## src/rtl/sum_accumulator.sv

```systemverilog
// Accumulates N adder results ({cout,sum}, 0..15) into an ACC_W-bit total and
// presents it with a sticky overflow flag on a valid/ready output port.
module sum_accumulator #(
  parameter int ACC_W = 8,
  parameter int N     = 4
) (
  input  logic             clk,
  input  logic             rst,
  input  logic             clr,
  input  logic             in_valid,
  output logic             in_ready,
  input  logic [2:0]       in_sum,
  input  logic             in_cout,
  output logic             out_valid,
  input  logic             out_ready,
  output logic [ACC_W-1:0] out_acc,
  output logic             out_ovf,
  output logic             busy
);

  localparam int CW = $clog2(N + 1);

  typedef enum logic [1:0] {S_IDLE, S_ACC, S_DONE} state_t;

  state_t           r_state;
  logic [ACC_W-1:0] r_acc;
  logic [CW-1:0]    r_cnt;
  logic             r_ovf;

  logic [ACC_W-1:0] w_v;
  logic [ACC_W:0]   w_sum;
  logic [CW-1:0]    w_cnt_nxt;

  assign w_v       = ACC_W'({in_cout, in_sum});
  assign w_sum     = {1'b0, r_acc} + {1'b0, w_v};
  assign w_cnt_nxt = r_cnt + CW'(1);

  // Handshake outputs depend on registered state only.
  assign in_ready  = (r_state != S_DONE);
  assign out_valid = (r_state == S_DONE);
  assign busy      = (r_state != S_IDLE);
  assign out_acc   = r_acc;
  assign out_ovf   = r_ovf;

  always_ff @(posedge clk or posedge rst) begin
    if (rst) begin
      r_state <= S_IDLE;
      r_acc   <= '0;
      r_cnt   <= '0;
      r_ovf   <= 1'b0;
    end else if (clr) begin
      r_state <= S_IDLE;
      r_acc   <= '0;
      r_cnt   <= '0;
      r_ovf   <= 1'b0;
    end else begin
      case (r_state)
        S_IDLE: if (in_valid) begin
          r_acc   <= w_v;
          r_cnt   <= CW'(1);
          r_ovf   <= 1'b0;
          r_state <= (N == 1) ? S_DONE : S_ACC;
        end
        S_ACC: if (in_valid) begin
          r_acc <= w_sum[ACC_W-1:0];
          r_ovf <= r_ovf | w_sum[ACC_W];
          r_cnt <= w_cnt_nxt;
          if (w_cnt_nxt == CW'(N)) r_state <= S_DONE;
        end
        S_DONE: if (out_ready) begin
          r_state <= S_IDLE;
          r_acc   <= '0;
          r_cnt   <= '0;
          r_ovf   <= 1'b0;
        end
        default: r_state <= S_IDLE;
      endcase
    end
  end

endmodule

```

## config.mk

```make
export PLATFORM = sky130hd
export DESIGN_NAME = sum_accumulator
export DESIGN_NICKNAME = d
export VERILOG_FILES = /design/src/rtl/sum_accumulator.sv
export SDC_FILE = /design/constraint.sdc
export NUM_CORES = 1
export LEC_CHECK = 0
export BUFFER_PORTS_ARGS = -buffer_cell sky130_fd_sc_hd__buf_2
export CELL_PAD_IN_SITES_DETAIL_PLACEMENT = 2
export CELL_PAD_IN_SITES_GLOBAL_PLACEMENT = 2
export CORE_ASPECT_RATIO = 1.5
export CORE_MARGIN = 8
export CORE_UTILIZATION = 36
export CTS_BUF_LIST = sky130_fd_sc_hd__clkbuf_4 sky130_fd_sc_hd__clkbuf_8
export DETAILED_ROUTE_END_ITERATION = 12
export PLACE_DENSITY = 0.9
export RECOVER_POWER = 25
export SYNTH_ARGS = -nofsm -noshare
export SYNTH_HDL_FRONTEND = slang
export SYNTH_SLANG_ARGS = --single-unit
```

## constraint.sdc

```tcl
create_clock -name clk -period 3.9 [get_ports clk]
set_clock_uncertainty 0.1 [all_clocks]
set_input_delay 0.78 -clock clk [delete_from_list [all_inputs] [get_ports clk]]
set_output_delay 0.78 -clock clk [all_outputs]
set_load 0.02 [all_outputs]
```

# Word-level counts from Yosys, hierarchy flattened
# Cells that the tools add are included.
# Widths: inputs -> output; s select.
# word_totals
ff_bits	14
input_bits	9
out_inout_bits	12
# classes
add_sub_neg	2
eq_ne	8
n_mux	21
bitwise_logic	1
n_reduce_logical	5
# ops
op	n
$mux 8	4
$pmux 8 s3	1
$mux 3	4
$mux 2	5
$add 8x4->9	1
$ne 3x3->1 const B	3
$pmux 3 s3	1
$reduce_and 4->1	2
$pmux 2 s3	1
$mux 1	4
$reduce_bool 4->1	1
$add 3x1->3 const B	1
$eq 3x3->1 const B	1
$ne 3x2->1 const B	1
$pmux 1 s3	1
$eq 2x1->1 const B	1
$eq 2x2->1 const B	1
$logic_not 2->1	1
$ne 2x2->1 const B	1
$reduce_bool 2->1	1
$or 1x1->1	1

# Depth between registers and ports, before layout
# Gate-level depths: netlist of the first run.
# depth
ltp_word	6
ltp_mapped	8
ltp_nobuf	6

# Worst setup path after synthesis of the first run
# Ideal clock, no wire load.
# synth_timing
path_kind	input to register
startpoint	in in_sum[0]
endpoint	reg r_ovf, in the netlist out_ovf
setup_time_ns	0.121
arrival_ns	2.066
slack_ns	1.613
stages	6
cell_sequence	ha_1 > fa_1 > a211oi_1 > nor2_1 > and4b_1 > o22a_1
# synth_between
elab_chain_len	5
# synth_lines
element	line	source
start: declaration	12	input logic [2:0] in_sum,
$add 8x4->9	35	assign w_sum = {1'b0, r_acc} + {1'b0, w_v};
$or 1x1->1	66	r_ovf <= r_ovf | w_sum[ACC_W];
$mux 1	64	S_ACC: if (in_valid) begin
$pmux 1 s3	57	case (r_state)
$mux 1	51	end else if (clr) begin
end signal: assignment	66	
end: declaration	28	logic r_ovf;
# Every way passes these cells. The select of a mux whose other input is x is not followed.
# A chain may end at the register's enable or synchronous reset.

# Worst setup path after layout of the first run
# layout_timing
startpoint	reg r_state[1]
endpoint	reg r_acc[0], in the netlist out_acc[0]
# layout_between
elab_chain_len	3
# layout_lines
element	line	source
start: declaration	25	state_t r_state;
start signal: assignment	62	r_state <= (N == 1) ? S_DONE : S_ACC;
$eq 2x2->1 (tied with other cells)	57	
$ne 3x2->1 (no source line) (tied with other cells)	n/a	
$reduce_and 4->1 (no source line) or $mux 8 (tied branches)	n/a	
end signal: assignment	59	r_acc <= w_v;
end signal: assignment	65	r_acc <= w_sum[ACC_W-1:0];
end: declaration	26	logic [ACC_W-1:0] r_acc;
# Several ways; a longest one is shown, not always the timed one.

==> results.md, run 1 <==
- The run finished with clean final reports.
- The hold buffer count at cts is 0.
- The buffer type at the clock tree root is sky130_fd_sc_hd__clkbuf_8.
- The CTS buffer count is 3.
- During synthesis, Yosys emitted a total of 0 warnings.
- The clock reaches the later pin of the worst-skew pair after 250 ps.
- The aggregate global routing overflow is 0.
- During placement, the flow inserted port buffers numbering 20.
- The via density per instance is 5.57.
- The detailed router's first-iteration violation count is 18.
- After detailed routing, no signal wire sits above met4.
- Entering global routing, the biggest net connects 15 pins.
- The number of buffers added for setup after CTS is 0.
- The overall fraction of global-route tracks in use is 15.7%.
- For this run, asynchronously set or reset flops after synthesis account for 100%.
- The routed wire length per instance is 20.0 um.
- The number of antenna-violating nets in the routed design is 0.
- The width of the chip is 59.6 um.
- Setup repair after global routing left no endpoint under its margin.
- The detailed-route wire length is 3360 um.
- The initialized floorplan defines 23 standard-cell rows.
- The maximum fanout encountered on the critical timing path is 14.
- Leaving out fill and tap cells, the most frequent cells in the layout are 20 x sky130_fd_sc_hd__buf_2, 14 x sky130_fd_sc_hd__dfrtp_1, 10 x sky130_fd_sc_hd__nor2_1, 10 x sky130_fd_sc_hd__ha_1, 9 x sky130_fd_sc_hd__nand2_1.
- The power per cell area is 461 nW/um2.
- The number of global-route vias before repair came to 1108.
- The number of max-slew violations in the final report came to 0.
- The final setup TNS is 0 ps.
- The number of cells in the finished layout apart from fillers is 168.
- The worst-case IR drop observed on VDD is 0.218 mV.
- The total core area is 2710 um2.
- The number of antenna violations at the first check in global routing was 0.
- The final weighted congestion in routability-driven placement is 0.779.
- The data arrival time at the worst-slack endpoint is 2390 ps.
- The total die area is 4850 um2.
- For the worst setup path, the data required time is 3930 ps.
- The worst pin sits at a relative slew slack of 61.5%.
- The length of routed met2 wiring is 1910 um.
- The initial core utilization is 38.0%.
- The signal on the critical path passes through inv_1, ha_1, o21ba_1, o31a_1, nor2_1, a221o_1.
- After detailed placement, the design holds a cell count of 164.
- On the critical path, the stage with the largest delay is an instance of sky130_fd_sc_hd__o31a_1.
- In the final routing, the length of wire on met1 measures 1310 um.
- The synthesized design contains 0 enable-type register cells.
- The placed instances occupy a cell area of 1140 um2.
- For the pin with the worst max-slew slack, the measured transition is 575 ps.
- The synthesized netlist net count is 131.
- Synthesis handed over a netlist of 111 instances.
- The total met3 wirelength after detailed routing is 109 um.
- Setup violations remaining at the end of the flow were counted as 0.
- In the post-route analysis, the smallest setup slack over all paths is 1550 ps.
- The critical path is of the reg -> reg type.
- The register clock-pin slew on the reported worst setup and hold paths is 60 ps.
- The deepest clock path buffer count is 2.
- The total power after layout is 554 uW.
- The most common library cell in the layout ignoring fill and taps is sky130_fd_sc_hd__buf_2.
- Relative to the synthesized area, the layout overhead comes to 16.8%.
- The count of final hold-check violations is 0.
- After the last flow step, the layout net total stands at 152.
- The delay of the slowest cell on the worst path is 510 ps.
- The post-route clock period utilization is 60.3%.
- The post-route netlist has 19.8% of its cells at a drive strength greater than 1.
- The number of gates resized after cts is 0.
- In this run, distinct cell masters in the synthesized netlist total 40.
- The length of the first detailed-routing pass in iterations is 4.
- The post-DP HPWL is 2590 um.
- The number of synthesized register bits is 14.
- The kind of start point of the critical path is a flip-flop.
- The primary flip-flop cell chosen by synthesis mapping is sky130_fd_sc_hd__dfrtp_1.
- For this run, design rule violations remaining after detail routing come to 0.
- TritonCTS built the clock tree.
- Prior to clock tree synthesis, the placed netlist has a worst setup slack of 1350 ps.
- The synthesized netlist occupies a cell area of 1030 um2.
- In this run the worst hold path is classified as reg -> reg.
- The tool flagged a number of max-cap violations equal to 0.
- The clock net in this run drives a total of 14 sinks.
- The smallest clock period supported by the final layout is computed as 2350 ps.
- The leakage power total is 0.000640 uW.
- For this run, the top clock speed supported by timing is 425 MHz.
- The number of antenna diodes in the final layout is 0.
- The detailed router placed 936 vias in this run.
- Summing all non-filler instances in the final layout gives an area of 1200 um2.
- The fraction of the yosys area taken by sequential cells is 34.1%.
- The number of placed I/O pins is 21.
- The CTS H-tree depth is 1.
- The first global-routing pass estimated 5730 um of wire.
- From bottom edge to top edge, the die measures 81.4 um.
- The kind of end point of the critical path is a flip-flop.
- The average instance in the mapped netlist occupies 9.25 um2.
## Yosys cell counts (all sizes together) (2+ instances only)
master	count	share of area, %
and3	2	1.2
nand2b	4	2.4
dfrtp	14	34
a21oi	5	2.4
nand3	2	0.97
a211oi	2	1.5
nand2	9	3.3
xor2	3	2.6
nor3	3	2.4
nor2b	2	1.2
nor2	10	3.7
inv	8	2.9
o22ai	2	1.2
a21o	2	1.5
ha	10	12
a221o	3	2.9
buf	4	2.8
a22o	2	1.7
and2	2	1.2
o21ai	6	2.9
## cell type report
type,instances,area (um2)
Fill cell,323,1510
Inverter,8,30.0
Timing Repair Buffer,20,100
Tap cell,37,46.3
Clock buffer,4,55.1
Sequential cell,14,350
Multi-Input combinational cell,85,618
## flip-flops by register name, indices dropped and copies added (netlist names)
| register | count |
|---|---|
| r_cnt | 3 |
| out_ovf | 1 |
| out_acc | 8 |
| r_state | 2 |
## worst paths after layout
check / from / endpoint / slack, ps / cells after the start
setup / recovery: r_state[1]$_DFFE_PP0P_ / out_acc[0]$_DFFE_PP0P_ / 1550 / 6
hold / removal: out_ovf$_DFFE_PP0P_ / out_ovf$_DFFE_PP0P_ / 410 / 1
setup reg to reg: r_state[1]$_DFFE_PP0P_ / out_acc[0]$_DFFE_PP0P_ / 1550 / 6
hold reg to reg: out_ovf$_DFFE_PP0P_ / out_ovf$_DFFE_PP0P_ / 410 / 1
max in group asynchronous: rst / out_acc[7]$_DFFE_PP0P_ / 2850 / 2
min in group asynchronous: rst / r_cnt[1]$_DFFE_PP0P_ / 470 / 2
## through the flow
step	util, %	hold slack, ps
after floorplan	-	382
after global placement	42.3	390
after detailed placement	42.3	398
after CTS	44.4	411
after global routing	44.4	431
final	44.4	413
## critical path, delay by kind of cell, from the launching register on
kind,cells,cell delay (ps)
buffers and inverters,1,120
DFF,1,410
AOI/OAI and AO/OA,3,1050
adders and majority gates,1,400
and+or+nand+nor,1,140
## routing by layer
layer	global-route usage, %	up-vias
li1	-	437
met1	16.5	480
met2	29.5	15
met3	3.28	4
met4	6.00	0
met5	0	-
## cells by family (layout without fill, tap and decap cells)
logic type / Yosys count / in the layout / synth area share, %
AND/OR/NAND/NOR: 39 / 39 / 20.6
AO/OA/AOI/OAI: 31 / 31 / 21.9
flip-flops: 14 / 14 / 34.1
buffers and inverters: 12 / 32 / 5.73
adder cells (fa/ha/maj): 11 / 11 / 14.1
XOR/XNOR: 3 / 3 / 2.56
multiplexers: 1 / 1 / 0.974
## power breakdown
| group | switching [uW] | internal [uW] | leakage [uW] |
|---|---|---|---|
| Combinational | 146 | 80.0 | 0.000421 |
| Clock | 57.2 | 89.7 | 0.0000288 |
| Sequential | 18.6 | 162 | 0.000191 |
(Power assumes the default switching activity.)
==> run 2, diff against run 1 <==
--- a/config.mk
+++ b/config.mk
@@ -10,10 +10,10 @@
 export CELL_PAD_IN_SITES_GLOBAL_PLACEMENT = 2
 export CORE_ASPECT_RATIO = 1.5
 export CORE_MARGIN = 8
-export CORE_UTILIZATION = 36
+export CORE_UTILIZATION = 31
 export CTS_BUF_LIST = sky130_fd_sc_hd__clkbuf_4 sky130_fd_sc_hd__clkbuf_8
 export DETAILED_ROUTE_END_ITERATION = 12
-export PLACE_DENSITY = 0.9
+export PLACE_DENSITY = 0.83
 export RECOVER_POWER = 25
 export SYNTH_ARGS = -nofsm -noshare
 export SYNTH_HDL_FRONTEND = slang
==> constraint.sdc (replaced) <==
create_clock -name clk -period 2.1 [get_ports clk]
set_clock_uncertainty 0.1 [all_clocks]
set_input_delay 0.42 -clock clk [delete_from_list [all_inputs] [get_ports clk]]
set_output_delay 0.42 -clock clk [all_outputs]
set_load 0.02 [all_outputs]
==> run 2 against run 1 <==
Compared with the run above:
- setup slack got worse by 1500 ps
- critical endpoint unchanged
- final cell count rose by 8.9%
- largest cell class unchanged
- first-iteration DRC count rose by 5.6%
- design area rose by 9.6%
- combinational power rose by 130%
- via count rose by 6.0%
- critical path depth rose by 2
- hold slack got worse by 290 ps
==> results.md, run 2 (synthesized netlist as in run 1, its figures left out) <==
- The total core area is 3160 um2.
- The number of clock sinks is 14.
- The timing endpoint of the critical path is out_acc[0]$_DFFE_PP0P_.
- The start point of the critical path is r_state[1]$_DFFE_PP0P_.
- The number of input and output port buffers inserted is 20.
- The clock passes through at most 2 buffers.
- The count of final hold-check violations is 0.
- The flip-flop count of the largest register after layout is 8.
- The DRC violations left is 0.
- The hold buffer count at cts is 0.
- The buffer type at the clock tree root is sky130_fd_sc_hd__clkbuf_8.
- Final hold analysis gives a worst-case slack of 122 ps.
- For flop-to-flop paths, the worst setup slack is 50 ps.
- The post-route clock period utilization is 97.8%.
- The initialized floorplan defines 25 standard-cell rows.
- The number of endpoints failing setup at the final stage is 0.
- The worst ir drop on vdd is 0.356 mV.
- Leaving out fill and tap cells, the most frequent cell in the layout is sky130_fd_sc_hd__buf_2.
- The capture point of the worst reg-to-reg path is out_acc[0]$_DFFE_PP0P_.
- The clock network is responsible for 20.7% of the overall power.
- The data required time of the critical path is 2120 ps.
- The worst-case reg-to-reg path depth is 8.
- The length of the first detailed-routing pass in iterations is 4.
- TritonCTS built the clock tree.
- The type of the setup path with the least slack is reg -> reg.
- The width of the chip is 63 um.
- The number of max-slew violations in the final report was 0.
- The number of antenna cells inserted is 0.
- Internal power comes to 648 uW.
- In this run the count of I/O pins placed on the die edge is 21.
- The startpoint of the worst register-to-register path is r_state[1]$_DFFE_PP0P_.
- For the pin with the worst max-slew slack, the measured transition is 572 ps.
- The clock period minus worst slack is 2050 ps.
- By instance count, the cell type seen most on the critical path is sky130_fd_sc_hd__buf_4.
- The net switching share of the total power is 39.4%.
- Setup slack closes at 46.6 ps.
- For this block, the routed nets add up to 3460 um of wire.
- The flow ran to the end, and the final reports show no timing, DRC or antenna violations.
- In the layout the commonest cells are 20 x sky130_fd_sc_hd__buf_2, 14 x sky130_fd_sc_hd__dfrtp_1, 13 x sky130_fd_sc_hd__buf_4.
- The register clock-pin slew on the reported worst setup and hold paths is 60 ps.
- The data arrival time at the worst-slack endpoint is 2080 ps.
- The aggregate global routing overflow is 0.
- The CTS H-tree depth is 1.
- The kind of path behind the tightest hold check is in -> async.
- Relative to the synthesized area, the layout overhead comes to 28.0%.
- The final weighted congestion in routability-driven placement is 0.777.
- The count of nets left with antenna violations once routing finished came out at 0.
- In this run, flip-flops and latches consume 31.1% of the power.
- The first-pass GRT wire length is 5690 um.
- The number of global-route vias before repair is 1174.
- The delay of the slowest cell on the worst path is 400 ps.
- The post-placement worst setup slack is -103 ps.
- The overall fraction of global-route tracks in use is 13.2%.
- For this design the static power due to leakage is 0.000702 uW.
- Along the worst path, the maximum fanout reaches 7.
- For this configuration, the core starts out at a cell density of 32.5%.
- Combinational logic is responsible for 48.2% of the overall power.
- The largest net degree at the start of global routing is 15.
- Traced cell by cell, the critical path runs through inv_1, ha_1, buf_4, nor3_4, nor3_2, buf_4, and2_1, a221o_1.
- In the final layout, the share of cells above drive strength 1 is 30.1%.
- The post-DP HPWL is 2760 um.
- The switching power is 421 uW.
- The via density per instance is 5.42.
- The detailed router's first-iteration violation count is 19.
- Power spread over the standard cell area amounts to 813 nW/um2.
- The number of maximum-capacitance constraint violations is 0.
- The count of placed standard cells including taps is 178.
- The number of antenna violations at the first check in global routing is 0.
- For the worst-skew pair, the clock arrives at the later sink with an insertion delay of 240 ps.
- The total number of nets in the final design is 165.
- The routed wire length per instance is 18.9 um.
- The worst setup path is launched from a flip-flop.
- The logic depth of the worst path, buffers included is 8.
- In this design, the largest share of critical-path delay is due to simple AND/OR/NAND/NOR gates.
- The number of buffer and inverter stages on the critical path is 3.
- The CTS buffer count is 3.
- The number of cells in the finished layout apart from fillers is 183.
- The total die area is 5450 um2.
- Once placement finished, the instance area stood at 1230 um2.
- Static timing analysis puts the maximum clock frequency at 487 MHz.
- The count of vias placed by the detailed router is 992.
- In this run the vertical extent of the chip is 86.5 um.
- The slowest stage of the critical path is the sky130_fd_sc_hd__dfrtp_1 cell.
- The final cell area excluding filler cells is 1320 um2.
- The worst slew margin relative to its limit is 61.8%.
- Fill cells in the final layout number 364.
- The kind of end point of the critical path is a flip-flop.
==> run 2: cell types whose count changed in the layout (fill, tap and decap cells not counted), sizes merged <==
cell / delta
buf: +13
clkbuf: -1
==> run 2: how the worst min path moves through the flow <==
stage	from	end	slack, ps	cells past startpoint
global placement	out_ovf$_DFFE_PP0P_	out_ovf$_DFFE_PP0P_	400	1
global route	rst	out_acc[4]$_DFFE_PP0P_	180	2
floorplan	rst	out_acc[0]$_DFFE_PP0P_	210	1
finish	rst	out_acc[4]$_DFFE_PP0P_	120	2
CTS	rst	out_acc[4]$_DFFE_PP0P_	140	2
detailed placement	out_ovf$_DFFE_PP0P_	out_ovf$_DFFE_PP0P_	410	1
==> run 2: power groups by stage <==
stage | Clock (uW) | Sequential [uW] | Combinational, uW
6_report | 221 | 333 | 515
5_1_grt | 234 | 338 | 565
4_1_cts | 228 | 332 | 491
3_3_place_gp | 0 | 334 | 450
3_5_place_dp | 0 | 336 | 484
2_1_floorplan | 0 | 355 | 278
==> run 2: what timing repair did <==
action / in CTS / in global routing
pin swaps: 0 / 2
setup buffers: 0 / 2
endpoints found under the setup margin: 6 / 6
hold endpoints to repair: 0 / 0
resized for setup: 1 / 6
==> run 2: metal layers <==
layer | part of all wire, % | wire length, um | track usage (%)
met1 | 37 | 1280 | 12.8
met2 | 58 | 2020 | 26.4
met3 | 2.0 | 70 | 2.06
met4 | 2.5 | 88 | 5.42
met5 | 0 | 0 | 0
==> run 2: area by class of cell <==
cell class / instances / area [um2] / area share, %
Clock buffer: 3 / 41.3 / 3.14
Timing Repair Buffer: 33 / 198 / 15.0
Sequential cell: 14 / 350 / 26.6
Multi-Input combinational cell: 85 / 646 / 49.1
Inverter: 8 / 30.0 / 2.28
Tap cell: 40 / 50.0 / 3.81
==> run 2: stage by stage <==
stage / total power (uW) / utilization (%) / setup TNS [ps]
final: 1070 / 41.6 / 0
after global routing: 1140 / 41.6 / -75.0
after CTS: 1050 / 40.3 / 0
after detailed placement: 821 / 39.0 / -290
after global placement: 784 / 39.0 / 0
after floorplan: 633 / - / 0
==> run 2: worst reg2reg max path: stages (launching register included) <==
cell,delay [ps]
sky130_fd_sc_hd__dfrtp_1,400
sky130_fd_sc_hd__inv_1,100
sky130_fd_sc_hd__ha_1,210
sky130_fd_sc_hd__buf_4,150
sky130_fd_sc_hd__nor3_4,230
sky130_fd_sc_hd__nor3_2,60
sky130_fd_sc_hd__buf_4,170
sky130_fd_sc_hd__and2_1,160
sky130_fd_sc_hd__a221o_1,350
==> run 3, diff against run 2 <==
--- a/config.mk
+++ b/config.mk
@@ -9,12 +9,12 @@
 export CELL_PAD_IN_SITES_DETAIL_PLACEMENT = 2
 export CELL_PAD_IN_SITES_GLOBAL_PLACEMENT = 2
 export CORE_ASPECT_RATIO = 1.5
-export CORE_MARGIN = 8
+export CORE_MARGIN = 5
 export CORE_UTILIZATION = 31
 export CTS_BUF_LIST = sky130_fd_sc_hd__clkbuf_4 sky130_fd_sc_hd__clkbuf_8
 export DETAILED_ROUTE_END_ITERATION = 12
 export PLACE_DENSITY = 0.83
-export RECOVER_POWER = 25
+export RECOVER_POWER = 50
 export SYNTH_ARGS = -nofsm -noshare
 export SYNTH_HDL_FRONTEND = slang
 export SYNTH_SLANG_ARGS = --single-unit
==> run 3 against run 2 <==
Compared with the run above:
- clock power is 21% higher
- non-clock buffer count is 3 lower
- die area fell by 16%
- first-iteration DRC count fell by 32%
- sequential cell count unchanged
- critical path depth fell by 1
- final cell count down 1.1%
- setup slack gained 26 ps
- sequential share of layout area grew 0.44 points
- largest cell class unchanged
==> results.md, run 3 (synthesized netlist as in run 1, its figures left out) <==
- The flow ran to the end, and the final reports show no timing, DRC or antenna violations.
- The internal portion of the total power is 673 uW.
- The worst-case IR drop observed on VDD is 0.374 mV.
- The detailed-route wire length is 3380 um.
- The floorplan step defined a core boundary enclosing 3190 um2.
- The endpoint identified for the worst register-to-register timing path is out_acc[4]$_DFFE_PP0P_.
- Dividing total power by cell area gives a power density of 851 nW/um2.
- The via density per instance is 5.39.
- The CTS buffer count is 3.
- For the pin with the worst max-slew slack, the measured transition is 577 ps.
- The worst path in the final design needs a cycle of 2030 ps, including I/O delays and setup.
- The first-pass GRT wire length is 5390 um.
- In this run, the combinational gates consume 45.3% of the power.
- The post-layout utilization of the core is 40.5%.
- The sequential group share of total power is 30.4%.
- The initial core utilization is 32.2%.
- The worst register-to-register path begins at out_acc[0]$_DFFE_PP0P_.
- The total number of nets in the final design is 162.
- Summing over every cut layer, the via total after detailed routing is 975.
- The clock latency reported for the late side of the worst-skew pair is 250 ps.
- Global routing used 15.3% of the available tracks across all layers.
- The switching power is 428 uW.
- The worst setup path is captured at a flip-flop.
- The number of global-route vias before repair was 1117.
- Setup violations remaining at the end of the flow were counted as 0.
- The CTS H-tree depth is 1.
- STA puts the critical path data arrival time at 2060 ps.
- The leakage power total is 0.000670 uW.
- The data required time of the critical path is 2130 ps.
- The detailed router's first-iteration violation count is 13.
- The top cell types in the final layout, fill and taps aside, are 14 x sky130_fd_sc_hd__buf_2, 14 x sky130_fd_sc_hd__dfrtp_1, 10 x sky130_fd_sc_hd__nor2_1, 10 x sky130_fd_sc_hd__buf_4.
- The register-to-register setup slack is 70 ps.
- The number of antenna violations at the first check in global routing is 0.
- After clock tree synthesis, the clock-pin slew on the worst setup and hold paths is 60 ps.
- The worst-case reg-to-reg path depth is 7.
- The tree is rooted in a sky130_fd_sc_hd__clkbuf_8.
- The final weighted congestion in routability-driven placement is 0.778.
- The clock net in this run drives a total of 14 sinks.
- The number of maximum-capacitance constraint violations is 0.
- The length of the first detailed-routing pass in iterations is 4.
- The number of antenna cells inserted is 0.
- In this run the worst hold path is classified as in -> async.
- The count of final hold-check violations was 0.
- The aggregate global routing overflow is 0.
- The maximum clock frequency is 493 MHz.
- The worst setup path is of the reg -> reg kind.
- Tracing the worst setup path back leads to its startpoint at out_acc[0]$_DFFE_PP0P_.
- After floorplanning, the core was divided into 25 placement rows.
- The width of the chip is 57 um.
- The deepest clock path buffer count is 2.
- Dividing the detail-routed wire length by the instance count gives 18.7 um.
- Once detail routing completed, the nets flagged for antenna violations numbered 0.
- The maximum fanout encountered on the critical timing path is 3.
- In this run switching power makes up 38.9% of total power.
- The number of hold buffers added after CTS was 0.
- The number of max-slew violations in the final report was 0.
- In the routed design, unresolved DRC markers number 0.
- 21 I/O pins were placed.
- The number of input and output port buffers inserted is 20.
- The clock share of power is 24.3%.
- The post-DP HPWL is 2640 um.
- The area overhead of the layout relative to synthesis is 25.9%.
- From bottom edge to top edge, the die measures 80.5 um.
- The post-route clock period utilization is 96.5%.
- The clock tree from TritonCTS is done.
- Setup repair after global routing left no endpoint under its margin.
- Entering global routing, the biggest net connects 15 pins.
- STA classifies the critical path startpoint as a flip-flop.
- The share of post-route cells with drive strength above 1 is 24.8%.
- The worst slew margin relative to its limit is 61.5%.
- The design draws 1100 uW.
- The flip-flop count of the largest register after layout is 8.
- The total die area is 4590 um2.
- The final setup TNS is 0 ps.
-- run 3: cell count changes in the layout (fill, tap and decap cells not counted), sizes merged --
cell / previous run / this run
clkbuf: 3 / 10
buf: 33 / 24
-- run 3: power groups by stage --
stage / logic, uW / registers, uW / clock network (uW)
2_1_floorplan: 278 / 355 / 0
3_5_place_dp: 468 / 337 / 0
3_3_place_gp: 441 / 335 / 0
6_report: 499 / 335 / 267
5_1_grt: 540 / 338 / 291
4_1_cts: 476 / 334 / 274
-- run 3: routing by layer --
layer | global-route usage [%] | wire, um
met4 | 7.42 | 76
met2 | 29.7 | 1910
met1 | 15.6 | 1340
met5 | 0 | 0
met3 | 1.77 | 57
-- run 3: area by class of cell --
type	count	area (um2)
Fill cell	375	1900
Multi-Input combinational cell	85	641
Sequential cell	14	350
Timing Repair Buffer	30	168
Clock buffer	4	55.1
Tap cell	40	50.0
Inverter	8	30.0
-- run 3: worst max-delay path by stage --
stage | to | slack, ps | cells past startpoint
6_report | out_acc[4]$_DFFE_PP0P_ | 70 | 7
5_1_grt | out_acc[2]$_DFFE_PP0P_ | 10 | 6
4_1_cts | out_ovf$_DFFE_PP0P_ | 20 | 6
3_5_place_dp | out_ovf$_DFFE_PP0P_ | -90 | 6
3_3_place_gp | out_ovf$_DFFE_PP0P_ | 20 | 7
2_1_floorplan | out_ovf$_DFFE_PP0P_ | 110 | 6
-- run 3: stage by stage --
step                hold WS [ps]  area [um2]  setup slack [ps]  cells
global placement             400        1210              21.0    175
detailed placement           409        1210             -90.1    175
floorplan                    209        1030               115    111
global route                 175        1290              14.3    181
finish                       123        1290              72.5    181
CTS                          140        1260              18.0    179
-- run 3: what timing repair did --
| action | CTS | global route |
|---|---|---|
| pin swaps | 0 | 1 |
| resized for setup | 1 | 5 |
| setup buffers | 0 | 2 |
| endpoints found under the setup margin | 3 | 5 |
-- run 3: critical path: stages, from the launching register on --
cell and delay (ps):
sky130_fd_sc_hd__dfrtp_1 410, sky130_fd_sc_hd__ha_1 240, sky130_fd_sc_hd__fa_1 450, sky130_fd_sc_hd__buf_4 170, sky130_fd_sc_hd__a21o_1 170, sky130_fd_sc_hd__a21oi_2 190, sky130_fd_sc_hd__or3_1 130, sky130_fd_sc_hd__o21ai_1 50
